$ cat config.mk
export PLATFORM = sky130hd
export DESIGN_NAME = logic_pipe
export DESIGN_NICKNAME = d
export VERILOG_FILES = /design/src/rtl/logic_pkg.sv /design/src/rtl/logic_stage.sv /design/src/rtl/logic_pipe.sv
export SDC_FILE = /design/constraint.sdc
export NUM_CORES = 1
export LEC_CHECK = 0
export ABC_AREA = 1
export ABC_CLOCK_PERIOD_IN_PS = 3450
export BUFFER_PORTS_ARGS = -buffer_cell sky130_fd_sc_hd__buf_2
export CAP_MARGIN = 25
export CORE_ASPECT_RATIO = 0.5
export CORE_MARGIN = 5
export CORE_UTILIZATION = 40
export CTS_CLUSTER_DIAMETER = 60
export DETAILED_ROUTE_END_ITERATION = 6
export PLACE_DENSITY = 0.69
export SLEW_MARGIN = 20
export SYNTH_ARGS = -nofsm -noshare
export SYNTH_HDL_FRONTEND = slang
export SYNTH_HIERARCHICAL = 1
export SYNTH_SLANG_ARGS = --single-unit
$ cat constraint.sdc
create_clock -name clk -period 3.45 [get_ports clk]
set_input_delay 0.69 -clock clk [delete_from_list [all_inputs] [get_ports clk]]
set_output_delay 0.69 -clock clk [all_outputs]
set_load 0.01 [all_outputs]
$ cat src/rtl/logic_pkg.sv
// Shared op-code definitions for the pipelined bitwise logic unit.
package logic_pkg;

  localparam int OP_W = 3;

  localparam logic [OP_W-1:0] OP_NOT  = 3'd0;
  localparam logic [OP_W-1:0] OP_AND  = 3'd1;
  localparam logic [OP_W-1:0] OP_OR   = 3'd2;
  localparam logic [OP_W-1:0] OP_XOR  = 3'd3;
  localparam logic [OP_W-1:0] OP_NAND = 3'd4;
  localparam logic [OP_W-1:0] OP_NOR  = 3'd5;
  localparam logic [OP_W-1:0] OP_XNOR = 3'd6;
  localparam logic [OP_W-1:0] OP_PASS = 3'd7;

endpackage

$ cat src/rtl/logic_stage.sv
// One pipeline slot: valid/data/zero register with a load enable.
module logic_stage #(
  parameter int WIDTH = 16
) (
  input  logic             clk,
  input  logic             rst_n,
  input  logic             en,
  input  logic             src_valid,
  input  logic [WIDTH-1:0] src_data,
  input  logic             src_zero,
  output logic             valid,
  output logic [WIDTH-1:0] data,
  output logic             zero
);

  // Valid follows the source whenever enabled; payload only moves with a real
  // item so an emptied slot keeps its last data visible.
  always_ff @(posedge clk or negedge rst_n) begin
    if (!rst_n) begin
      valid <= 1'b0;
      data  <= '0;
      zero  <= 1'b0;
    end else begin
      if (en) valid <= src_valid;
      if (en && src_valid) begin
        data <= src_data;
        zero <= src_zero;
      end
    end
  end

endmodule

$ cat src/rtl/logic_pipe.sv
// Pipelined bitwise logic unit with valid/ready flow control and bubble
// compression. Result and zero flag are formed at entry, then carried through
// STAGES slots.
module logic_pipe
  import logic_pkg::*;
#(
  parameter  int WIDTH  = 16,
  parameter  int STAGES = 2,
  localparam int OCC_W  = $clog2(STAGES + 1)
) (
  input  logic             clk,
  input  logic             rst_n,
  input  logic             in_valid,
  output logic             in_ready,
  input  logic [OP_W-1:0]  in_op,
  input  logic [WIDTH-1:0] in_a,
  input  logic [WIDTH-1:0] in_b,
  output logic             out_valid,
  input  logic             out_ready,
  output logic [WIDTH-1:0] out_data,
  output logic             out_zero,
  output logic [OCC_W-1:0] occupancy
);

  // Index 0 is the entry (combinational), 1..STAGES are the registered slots.
  logic [STAGES:0]            vld_pipe;
  logic [STAGES:0][WIDTH-1:0] dat_pipe;
  logic [STAGES:0]            zro_pipe;
  logic [STAGES:1]            en;
  logic [WIDTH-1:0]           res;
  logic                       acc, emit;

  // Op decoder feeding the entry slot.
  always_comb begin
    res = in_a;
    case (in_op)
      OP_NOT:  res = ~in_a;
      OP_AND:  res = in_a & in_b;
      OP_OR:   res = in_a | in_b;
      OP_XOR:  res = in_a ^ in_b;
      OP_NAND: res = ~(in_a & in_b);
      OP_NOR:  res = ~(in_a | in_b);
      OP_XNOR: res = ~(in_a ^ in_b);
      default: res = in_a;  // OP_PASS
    endcase
  end

  assign vld_pipe[0] = in_valid;
  assign dat_pipe[0] = res;
  assign zro_pipe[0] = (res == '0);

  // Load chain, computed from the output backwards: a slot may load when it is
  // empty or its own contents move on this cycle.
  always_comb begin
    en = '0;
    en[STAGES] = !vld_pipe[STAGES] || out_ready;
    for (int i = STAGES - 1; i >= 1; i--)
      en[i] = !vld_pipe[i] || en[i+1];
  end

  for (genvar i = 1; i <= STAGES; i++) begin : g_stg
    logic_stage #(.WIDTH(WIDTH)) u_stg (
      .clk       (clk),
      .rst_n     (rst_n),
      .en        (en[i]),
      .src_valid (vld_pipe[i-1]),
      .src_data  (dat_pipe[i-1]),
      .src_zero  (zro_pipe[i-1]),
      .valid     (vld_pipe[i]),
      .data      (dat_pipe[i]),
      .zero      (zro_pipe[i])
    );
  end

  assign in_ready  = en[1];
  assign out_valid = vld_pipe[STAGES];
  assign out_data  = dat_pipe[STAGES];
  assign out_zero  = zro_pipe[STAGES];
  assign acc       = in_valid && in_ready;
  assign emit      = out_valid && out_ready;

  // Item count: simultaneous accept and emit cancel out.
  always_ff @(posedge clk or negedge rst_n) begin
    if (!rst_n)            occupancy <= '0;
    else if (acc && !emit) occupancy <= occupancy + OCC_W'(1);
    else if (emit && !acc) occupancy <= occupancy - OCC_W'(1);
  end

endmodule

# Word-level counts from Yosys, hierarchy flattened
# Cells that the tools add are included.
# totals
in_bits	39
out_inout_bits	21
ff_bits	38
wordCells	39
# classes
n_eq_ne	6
n_bitwise	7
mux	3
reduce_logical	14
add_sub_neg	2
# ops
op	n
$pmux W16 S7	1
$not A16 Y16	4
$and A16 B16 Y16	1
$logic_not A16 Y1	1
$or A16 B16 Y16	1
$xor A16 B16 Y16	1
$eq A3 B3 Y1 const B	3
$eq A3 B2 Y1 const B	2
$logic_and A1 B1 Y1	5
$logic_not A1 Y1	4
$mux W2	2
$eq A3 B1 Y1 const B	1
$logic_not A3 Y1	1
$add A2 B1 Y2 const B	1
$logic_or A1 B1 Y1	2
$reduce_bool A2 Y1	1
$sub A2 B1 Y2 const B	1

# Depth between registers and ports, before layout
# Gate-level depths: netlist (run 1).
# depth
depth_word	8
mapped_depth	15
mapped_depth_nobuf	14

# Hierarchy
# The synthesis (run 1) kept the hierarchy.
# modules_own_cells
module	seq_area_each_um2	cells_each	instances	area_per_inst_um2
logic_pipe	50.0	417	1	2178.3
logic_stage	450.4	77	2	764.5

# Worst setup path after synthesis (run 1)
# Ideal clock, no wire load.
# synth_timing
path_type	in2reg
startpoint	input port in_op[1]
endpoint	register g_stg[1].u_stg.zero
setup_time_ps	116
path_stages	14
arrival_ps	1779
path_slack_ps	1554
t_required_ps	3334
n_path_buf	2
cell_sequence	buf_4 inv_4 clkbuf_1 nand4_1 nand2_1 nor2_1 nand2_1 nand2_1 nand2_1 nor2_1 nand2_1 nor2_1 nand3_1 nand2_1
# synth_via
elab_chain_cells	3
word_cells_on_any_way	9
classes_between	6 x eq/ne; 1 x mux; 2 x reduce/logical
# synth_rtl
item	line_no	rtl
start, declared	logic_pipe.sv:15	input logic [OP_W-1:0] in_op,
$eq A3 B3 Y1, or another cell as far along	logic_pipe.sv:36	case (in_op)
$pmux W16 S7 *	logic_pipe.sv:36	
$logic_not A16 Y1 *	logic_pipe.sv:50	assign zro_pipe[0] = (res == '0);
named net zro_pipe[0]	logic_pipe.sv:28	logic [STAGES:0] zro_pipe;
end signal, assigned	logic_stage.sv:27	zero <= src_zero;
end, declared	logic_stage.sv:13	output logic zero
# The timed path passes the listed nets; every way through them passes the cells marked *.
# A chain may end at the register's enable or synchronous reset.

# Worst setup path in the final report (run 1)
# layout_timing
startpoint	input port in_op[0]
endpoint	register g_stg[1].u_stg.zero
# The elaborated chain is that of the path after synthesis.

==> flow_summary.ini, run 1 <==
[job]
maxCapViolCount = 0

[yosys]
synth_top_family_by_area = simple AND/OR/NAND/NOR gates
synth_compound_area_share_pct = 2.70
syn_area_um2 = 3710
ys_ff_latch = 38
synth-simple-area-share_pct = 43.9
synth_xor_area_share_pct = 0.472
synthTopCellsByArea = dfrtp_1 (26%), nand2_1 (18%), ha_1 (11%), nand3_1 (11%), inv_1 (8.6%)
netlist.area_leader.share_pct = 25.6
yosys.area.top_type = dfrtp_1
ys_seq_area_share_pct = 25.6
synthAdderAreaFrac_pct = 11.1
ys.warnings.count = 6
synth.distinct_cells = 27
yosys-mux-area-fraction_pct = 0
synthCells = 571
synth_nets = 643
avgSynthCellArea_um2 = 6.49

[floorplan]
die_height_um = 78.1
io-pin-count = 60
start_util_pct = 41.9
die_area_um2 = 11400
die_w_um = 146
row_count = 24
core_region_area_um2 = 8860

[setup_path]
crit_family = simple AND/OR/NAND/NOR gates
crit_arrival_ns = 2.67
critPathCaptureType = flop
cp_slowest_stage_delay_ns = 0.47
crit_required_ns = 3.67
critPathMaxFanout = 31
critPathKind = in -> reg
cpMaxStageDelayCell = buf_2
cp_cell_sequence = buf_2 > nor2_1 > buf_4 > nand3b_1 > nand2_1 > nor2_1 > nand2_1 > nand2_1 > nand2_1 > nor2_1 > nand2_1 > nor2_1 > nand3_1 > nand2_1
crit_top_cell = nand2_1
critPathLaunchType = input pin
path_buf_inv = 2

[sta]
worst_slew_pin_slew_ns = 0.832
tns_ns = 0
fin_ws_ns = 0.997
period_minus_slack_ns = 2.45
finalSetupViolations = 0
timing_hold_violations_final = 0
fmax_ghz = 0.408
min_period_over_period_pct = 71.1
rsz0062_at_grt = false
skew_ns = 0.00436
slew_headroom_pct = 44.6
maxSlewViolCount = 0

[clocking]
clock-root-buffer = clkbuf_16
numCtsBuffers = 5
ctsResizeCount = 0
clk_pin_slew_worst_paths_ns = 0.05
cts_buffer_depth = 2
hold_buffers = 0
h-tree-depth = 2
clk_latency_ns = 0.28
cts_sinks = 38
post_cts_buffers = 0
cts_tree = built

[route]
viasPerCell = 4.86
drc = 0
wire_per_inst_um = 12.0
dr.pass1.iters = 4
vias = 3530
routed_wl_um = 8720
ant_nets = 0
drtIter0Drc = 270

[global_route]
antenna_found_initial = 0
grt_pass1_wl_um = 15200
grt_max_degree = 47
grt_pass1_vias = 3206
grt_overflow = 0
track_usage_pct = 15.5

[cells_and_area]
area_growth_pct = 9.52
antenna_cells = 0
fin_nets = 680
drive_gt1_share_pct = 14.0
instances_no_fill = 726

[placed_design]
post-place-ws_ns = 0.707
place_hpwl_um = 6200
io_buffer_count = 59
gp_congestion = 0.834
dpl.cell_count = 718

[worst_hold_path]
hold_path.class = reg -> reg

[pwr]
powerDensity_nw_per_um2 = 384
ir_drop_v = 0.000183
p_leak_uw = 0.00247

[run_status]
status = finished clean
[logic make-up after synthesis]
kind of cell,Yosys count
and+or+nand+nor,356
buffers and inverters,122
DFF,38
adders and majority gates,33
AOI/OAI and AO/OA,20
xor gates and xnor gates,2
[registers in the layout, indices dropped and copies added (netlist names)]
name               cells
g_stg.u_stg/valid      2
g_stg.u_stg/data      32
g_stg.u_stg/zero       2
occupancy              2
[per-layer routing]
layer / vias up / global-route usage (%) / wire length [um]
met5: - / 0 / 0
met4: 0 / 4.13 / 94
met3: 9 / 3.28 / 479
met2: 87 / 23.9 / 3730
met1: 1572 / 22.2 / 4420
li1: 1862 / - / -
[layout by cell type, fill, tap and decap left out, drive strengths merged]
cell,count
inv,90
buf,62
nand2,188
clkbuf,7
nor2,47
ha,33
dfrtp,38
nand3b,15
nand4,25
o21ai,19
nand3,80
a21oi,1
clkinv,1
nor3,1
xnor2,2
[through the flow]
stage | total power, uW | hold slack, ns | instance area, um2 | utilization [%]
floorplan | 973 | 0.394 | 3710 | -
global placement | 1110 | 0.453 | 3910 | 44.2
detailed placement | 1130 | 0.455 | 3910 | 44.2
CTS | 1580 | 0.469 | 4060 | 45.8
global route | 1690 | 0.480 | 4060 | 45.8
finish | 1560 | 0.464 | 4060 | 45.8
[power by group]
part | switching [uW] | total, uW | internal, uW
sequential | 63.3 | 607 | 544
combinational | 317 | 508 | 191
clock | 160 | 446 | 286
total | 540 | 1560 | 1020
[worst paths after layout]
kind / startpoint / endpoint / slack, ns / depth (start not counted)
worst min-delay path: g_stg[2].u_stg/data[0] / g_stg[2].u_stg/data[0] / 0.46 / 2
worst min register to register: g_stg[2].u_stg/data[0] / g_stg[2].u_stg/data[0] / 0.46 / 2
min in group asynchronous: rst_n / g_stg[2].u_stg/data[13] / 0.51 / 1
worst max-delay path: in_op[0] / g_stg[1].u_stg/zero / 1.0 / 14
worst max register to register: g_stg[1].u_stg/valid / occupancy[1] / 1.40 / 8
max in group asynchronous: rst_n / g_stg[1].u_stg/data[13] / 2.41 / 1
[layout make-up]
| class | count | area [um2] |
|---|---|---|
| fill | 935 | 4800 |
| tap | 117 | 146 |
| timing repair buffer | 62 | 318 |
| sequential | 38 | 951 |
| clock inverter | 1 | 5.00 |
| clock buffer | 7 | 143 |
| inverter | 90 | 340 |
| multi-input combinational | 411 | 2160 |
[cells in the mapped netlist]
cell / number
nor2_1: 45
dfrtp_1: 38
xnor2_1: 2
clkbuf_8: 2
nand4_1: 25
clkbuf_1: 2
nor2_2: 1
inv_4: 1
buf_2: 11
nor3_1: 1
nand2_4: 1
buf_6: 10
nor2_4: 1
buf_8: 2
nand3_2: 2
ha_1: 33
buf_1: 3
nand3b_1: 15
inv_2: 4
nand2_2: 4
o21ai_0: 19
nand3_1: 78
nand2_1: 181
buf_4: 2
a21oi_1: 1
inv_1: 85
nand2_8: 2
[worst reg2reg max path, delay by kind of cell (launching register included)]
kind / cells / cell delay (ns)
fa+ha+maj: 1 / 0.29
compound gates: 2 / 0.23
buf+inv: 2 / 0.28
simple gates: 2 / 0.23
xor+xnor: 1 / 0.13
flops: 1 / 0.77
Power figures use the tool's default switching activity.
==> run 2, diff against run 1 <==
- ABC_CLOCK_PERIOD_IN_PS: 3450 -> 2200
- PLACE_DENSITY: 0.69 -> 0.71
- clock period: 3.45 -> 2.2 ns (I/O delays scaled with it)
==> flow_summary.ini, run 2 (synthesis results as in run 1) <==
[run_status]
status = finished clean

[floorplan]
row_count = 24
die_w_um = 146
io-pin-count = 60
start_util_pct = 41.9
core_region_area_um2 = 8860
die_area_um2 = 11400
die_height_um = 78.1

[sta]
tns_ns = 0
fin_ws_ns = 0.229
finalSetupViolations = 0
worst_slew_pin_slew_ns = 0.822
slew_headroom_pct = 45.2
maxSlewViolCount = 0
rsz0062_at_grt = false
skew_ns = 0.00528
timing_hold_violations_final = 0
fmax_ghz = 0.507
min_period_over_period_pct = 89.6
period_minus_slack_ns = 1.97

[clocking]
hold_buffers = 0
clk_pin_slew_worst_paths_ns = 0.06
numCtsBuffers = 5
post_cts_buffers = 0
clock-root-buffer = clkbuf_16
h-tree-depth = 2
clk_latency_ns = 0.28
ctsResizeCount = 0
cts_sinks = 38
cts_buffer_depth = 2
cts_tree = built

[route]
drtIter0Drc = 360
viasPerCell = 4.92
routed_wl_um = 9060
drc = 0
ant_nets = 0
dr.pass1.iters = 5
vias = 3647
wire_per_inst_um = 12.2

[cells_and_area]
layout_common_cells = nand2_1 (181), inv_1 (85), nand3_1 (78)
final_common_cell = nand2_1
post-route-cell-area_um2 = 4260
regMostFlops = g_stg.u_stg/data
antenna_cells = 0
largest_reg_flops = 32
instances_no_fill = 741
drive_gt1_share_pct = 16.3
area_growth_pct = 15.0
fin_nets = 695
n_fill_cell = 913

[setup_path]
crit_required_ns = 2.42
r2r_slack_ns = 0.77
critPathKind = in -> reg
critPathCaptureType = flop
r2r-start = g_stg[2].u_stg/valid
regToRegEndpoint = occupancy[1]
reg2reg_depth = 7
critPathMaxFanout = 18
crit_arrival_ns = 2.19
critPathLaunchType = input pin

[placed_design]
placed_cell_area_um2 = 4060
place_hpwl_um = 6750
dpl.cell_count = 733
io_buffer_count = 59
post-place-ws_ns = -0.107
gp_congestion = 0.885

[pwr]
powerDensity_nw_per_um2 = 643
p_leak_uw = 0.00258
ir_drop_v = 0.000305
p_total_uw = 2740

[global_route]
grt_overflow = 0
antenna_found_initial = 0
grt_max_degree = 46
track_usage_pct = 15.9
grt_pass1_wl_um = 15600
grt_pass1_vias = 3276

[job]
maxCapViolCount = 0

[worst_hold_path]
hold_path.class = in -> async
[run 2: cell types whose count changed in the layout (fill, tap and decap cells not counted)]
cell       change
buf_4         +12
nor2_2         +1
bufinv_16      +2
buf_12         +3
nor2_1         -1
clkinv_2       -1
clkbuf_1       -1
[run 2: per-stage QoR]
| step | hold WS [ns] | utilization, % |
|---|---|---|
| global placement | 0.451 | 45.9 |
| finish | 0.262 | 48.1 |
| floorplan | 0.144 | - |
| CTS | 0.295 | 48.1 |
| detailed placement | 0.456 | 45.9 |
| global route | 0.347 | 48.1 |
[run 2: worst max-delay path, cell delays in order]
cell and delay, ns:
buf_2 0.11, buf_4 0.20, nand2_1 0.13, inv_2 0.06, nand2_4 0.14, buf_4 0.18, nand2_1 0.05, nor2_1 0.08
nand2_1 0.06, nand2_1 0.11, nand2_1 0.07, nor2_1 0.17, nand2_1 0.07, nor2_1 0.14, nand3_1 0.09, nand2_1 0.08
[run 2: report_power, final]
| group | internal, uW | leakage (uW) | total (uW) | switching [uW] |
|---|---|---|---|---|
| Combinational | 327 | 0.00201 | 846 | 519 |
| Sequential | 853 | 0.000479 | 947 | 93.5 |
| Clock | 680 | 0.0000971 | 948 | 268 |
[run 2: worst max-delay path by stage]
stage / cells after the start / slack (ns) / endpoint / startpoint
after global placement: 14 / -0.03 / g_stg[1].u_stg/zero / in_op[1]
after floorplan: 14 / 0.55 / g_stg[1].u_stg/zero / in_op[1]
after global routing: 16 / 0.09 / g_stg[1].u_stg/zero / in_op[0]
final: 16 / 0.23 / g_stg[1].u_stg/zero / in_op[0]
after CTS: 14 / 0.19 / g_stg[1].u_stg/zero / in_op[1]
after detailed placement: 14 / -0.11 / g_stg[1].u_stg/zero / in_op[1]
[run 2: cell type report]
type                            instances  area, um2  share of cell area [%]
Clock inverter                          2       60.1                    1.41
Tap cell                              117        146                    3.43
Multi-Input combinational cell        411       2160                    50.6
Inverter                               90        340                    7.98
Clock buffer                            6        139                    3.26
Timing Repair Buffer                   77        468                    11.0
Sequential cell                        38        951                    22.3
[run 2: per-layer routing]
metal / global-route usage [%] / part of all wire [%] / vias up
li1: - / - / 1889
met1: 24.4 / 50 / 1612
met2: 23.1 / 42 / 138
met3: 2.53 / 7.4 / 8
met4: 4.03 / 0.78 / 0
met5: 0 / 0 / -
==> run 3, diff against run 2 <==
- MAX_ROUTING_LAYER: unset -> met4
==> flow_summary.ini, run 3 (synthesis results as in run 1) <==
[run_status]
status = finished clean

[sta]
fin_ws_ns = 0.212
fmax_ghz = 0.503
tns_ns = 0
min_period_over_period_pct = 90.4
slew_headroom_pct = 45.1
timing_hold_violations_final = 0
period_minus_slack_ns = 1.99
finalSetupViolations = 0
whs_ns = 0.260
rsz0062_at_grt = false
skew_ns = 0.00392
worst_slew_pin_slew_ns = 0.823
maxSlewViolCount = 0

[job]
maxCapViolCount = 0

[clocking]
clk_pin_slew_worst_paths_ns = 0.06
cts_buffer_depth = 2
post_cts_buffers = 0
h-tree-depth = 2
clk_latency_ns = 0.28
hold_buffers = 0
cts_tree = built
numCtsBuffers = 5
ctsResizeCount = 0
clock-root-buffer = clkbuf_16
cts_sinks = 38

[placed_design]
place_hpwl_um = 6860
io_buffer_count = 59
gp_congestion = 0.905
post-place-ws_ns = -0.0463

[floorplan]
start_util_pct = 41.9
row_count = 24
die_height_um = 78.1
io-pin-count = 60
die_w_um = 146
core_region_area_um2 = 8860
die_area_um2 = 11400

[pwr]
p_total_uw = 2580
p_leak_uw = 0.00257
ir_drop_v = 0.000470
powerDensity_nw_per_um2 = 611

[worst_hold_path]
hold_path.class = in -> async

[cells_and_area]
drive_gt1_share_pct = 16.5
postLayoutCoreUtil_pct = 47.8
area_growth_pct = 14.1
layout_common_cells = nand2_1 (181), inv_1 (85), nand3_1 (78)
antenna_cells = 0
n_fill_cell = 945
final_common_cell = nand2_1
fin_nets = 697
regMostFlops = g_stg.u_stg/data
largest_reg_flops = 32

[route]
drtIter0Drc = 354
routed_wl_um = 9040
vias = 3612
wire_per_inst_um = 12.2
viasPerCell = 4.86
ant_nets = 0
dr.pass1.iters = 4
drc = 0

[setup_path]
critPathKind = in -> reg
crit_arrival_ns = 2.16
critPathCaptureType = flop
crit_required_ns = 2.37
critPathMaxFanout = 23
critPathLaunchType = input pin

[global_route]
grt_pass1_wl_um = 15700
grt_max_degree = 46
antenna_found_initial = 0
grt_overflow = 0
grt_pass1_vias = 3316
track_usage_pct = 16.6
run 3: where the power goes:
part | leakage (uW) | switching, uW | internal [uW]
Combinational | 0.00201 | 522 | 329
Sequential | 0.000479 | 92.2 | 853
Clock | 0.0000836 | 258 | 529
run 3: final cells by class:
| type | instances | area (um2) | area share (%) |
|---|---|---|---|
| clock buffer | 5 | 125 | 2.96 |
| clock inverter | 3 | 40.0 | 0.946 |
| timing repair buffer | 79 | 470 | 11.1 |
| inverter | 90 | 340 | 8.04 |
| tap | 117 | 146 | 3.46 |
| sequential | 38 | 951 | 22.5 |
| multi-input combinational | 411 | 2160 | 51.0 |
run 3: final timing paths:
path                                   startpoint                      to  slack [ns]  cells after the start
setup reg to reg             g_stg[2].u_stg/valid            occupancy[1]        0.76                      7
setup / recovery                         in_op[1]     g_stg[1].u_stg/zero        0.21                     14
hold / removal                              rst_n  g_stg[2].u_stg/data[1]        0.26                      1
min in group clk           g_stg[2].u_stg/data[2]  g_stg[2].u_stg/data[2]        0.46                      2
hold reg to reg            g_stg[2].u_stg/data[2]  g_stg[2].u_stg/data[2]        0.46                      2
max in group asynchronous                   rst_n  g_stg[2].u_stg/data[5]        1.42                      1
run 3: per-layer routing:
metal | vias to the layer above | GRT usage, % | routed length [um]
met4 | 0 | 4.60 | 91
li1 | 1897 | - | -
met3 | 8 | 2.47 | 476
met5 | - | - | 0
met2 | 99 | 23.5 | 3680
met1 | 1608 | 24.5 | 4790
run 3: metrics by stage:
step	instances	area [um2]
after floorplan	571	3710
after global placement	735	4070
after detailed placement	735	4070
after CTS	743	4230
after global routing	743	4230
final	743	4230
run 3: critical path: stages:
cell     delay, ns
buf_2         0.10
nor2_1        0.43
buf_4         0.37
nand3_1       0.10
o21ai_0       0.08
nor2_1        0.06
nand2_1       0.05
nand2_1       0.11
nand2_1       0.10
nor2_1        0.04
nand2_1       0.07
nor2_1        0.06
nand3_1       0.07
nand2_1       0.05
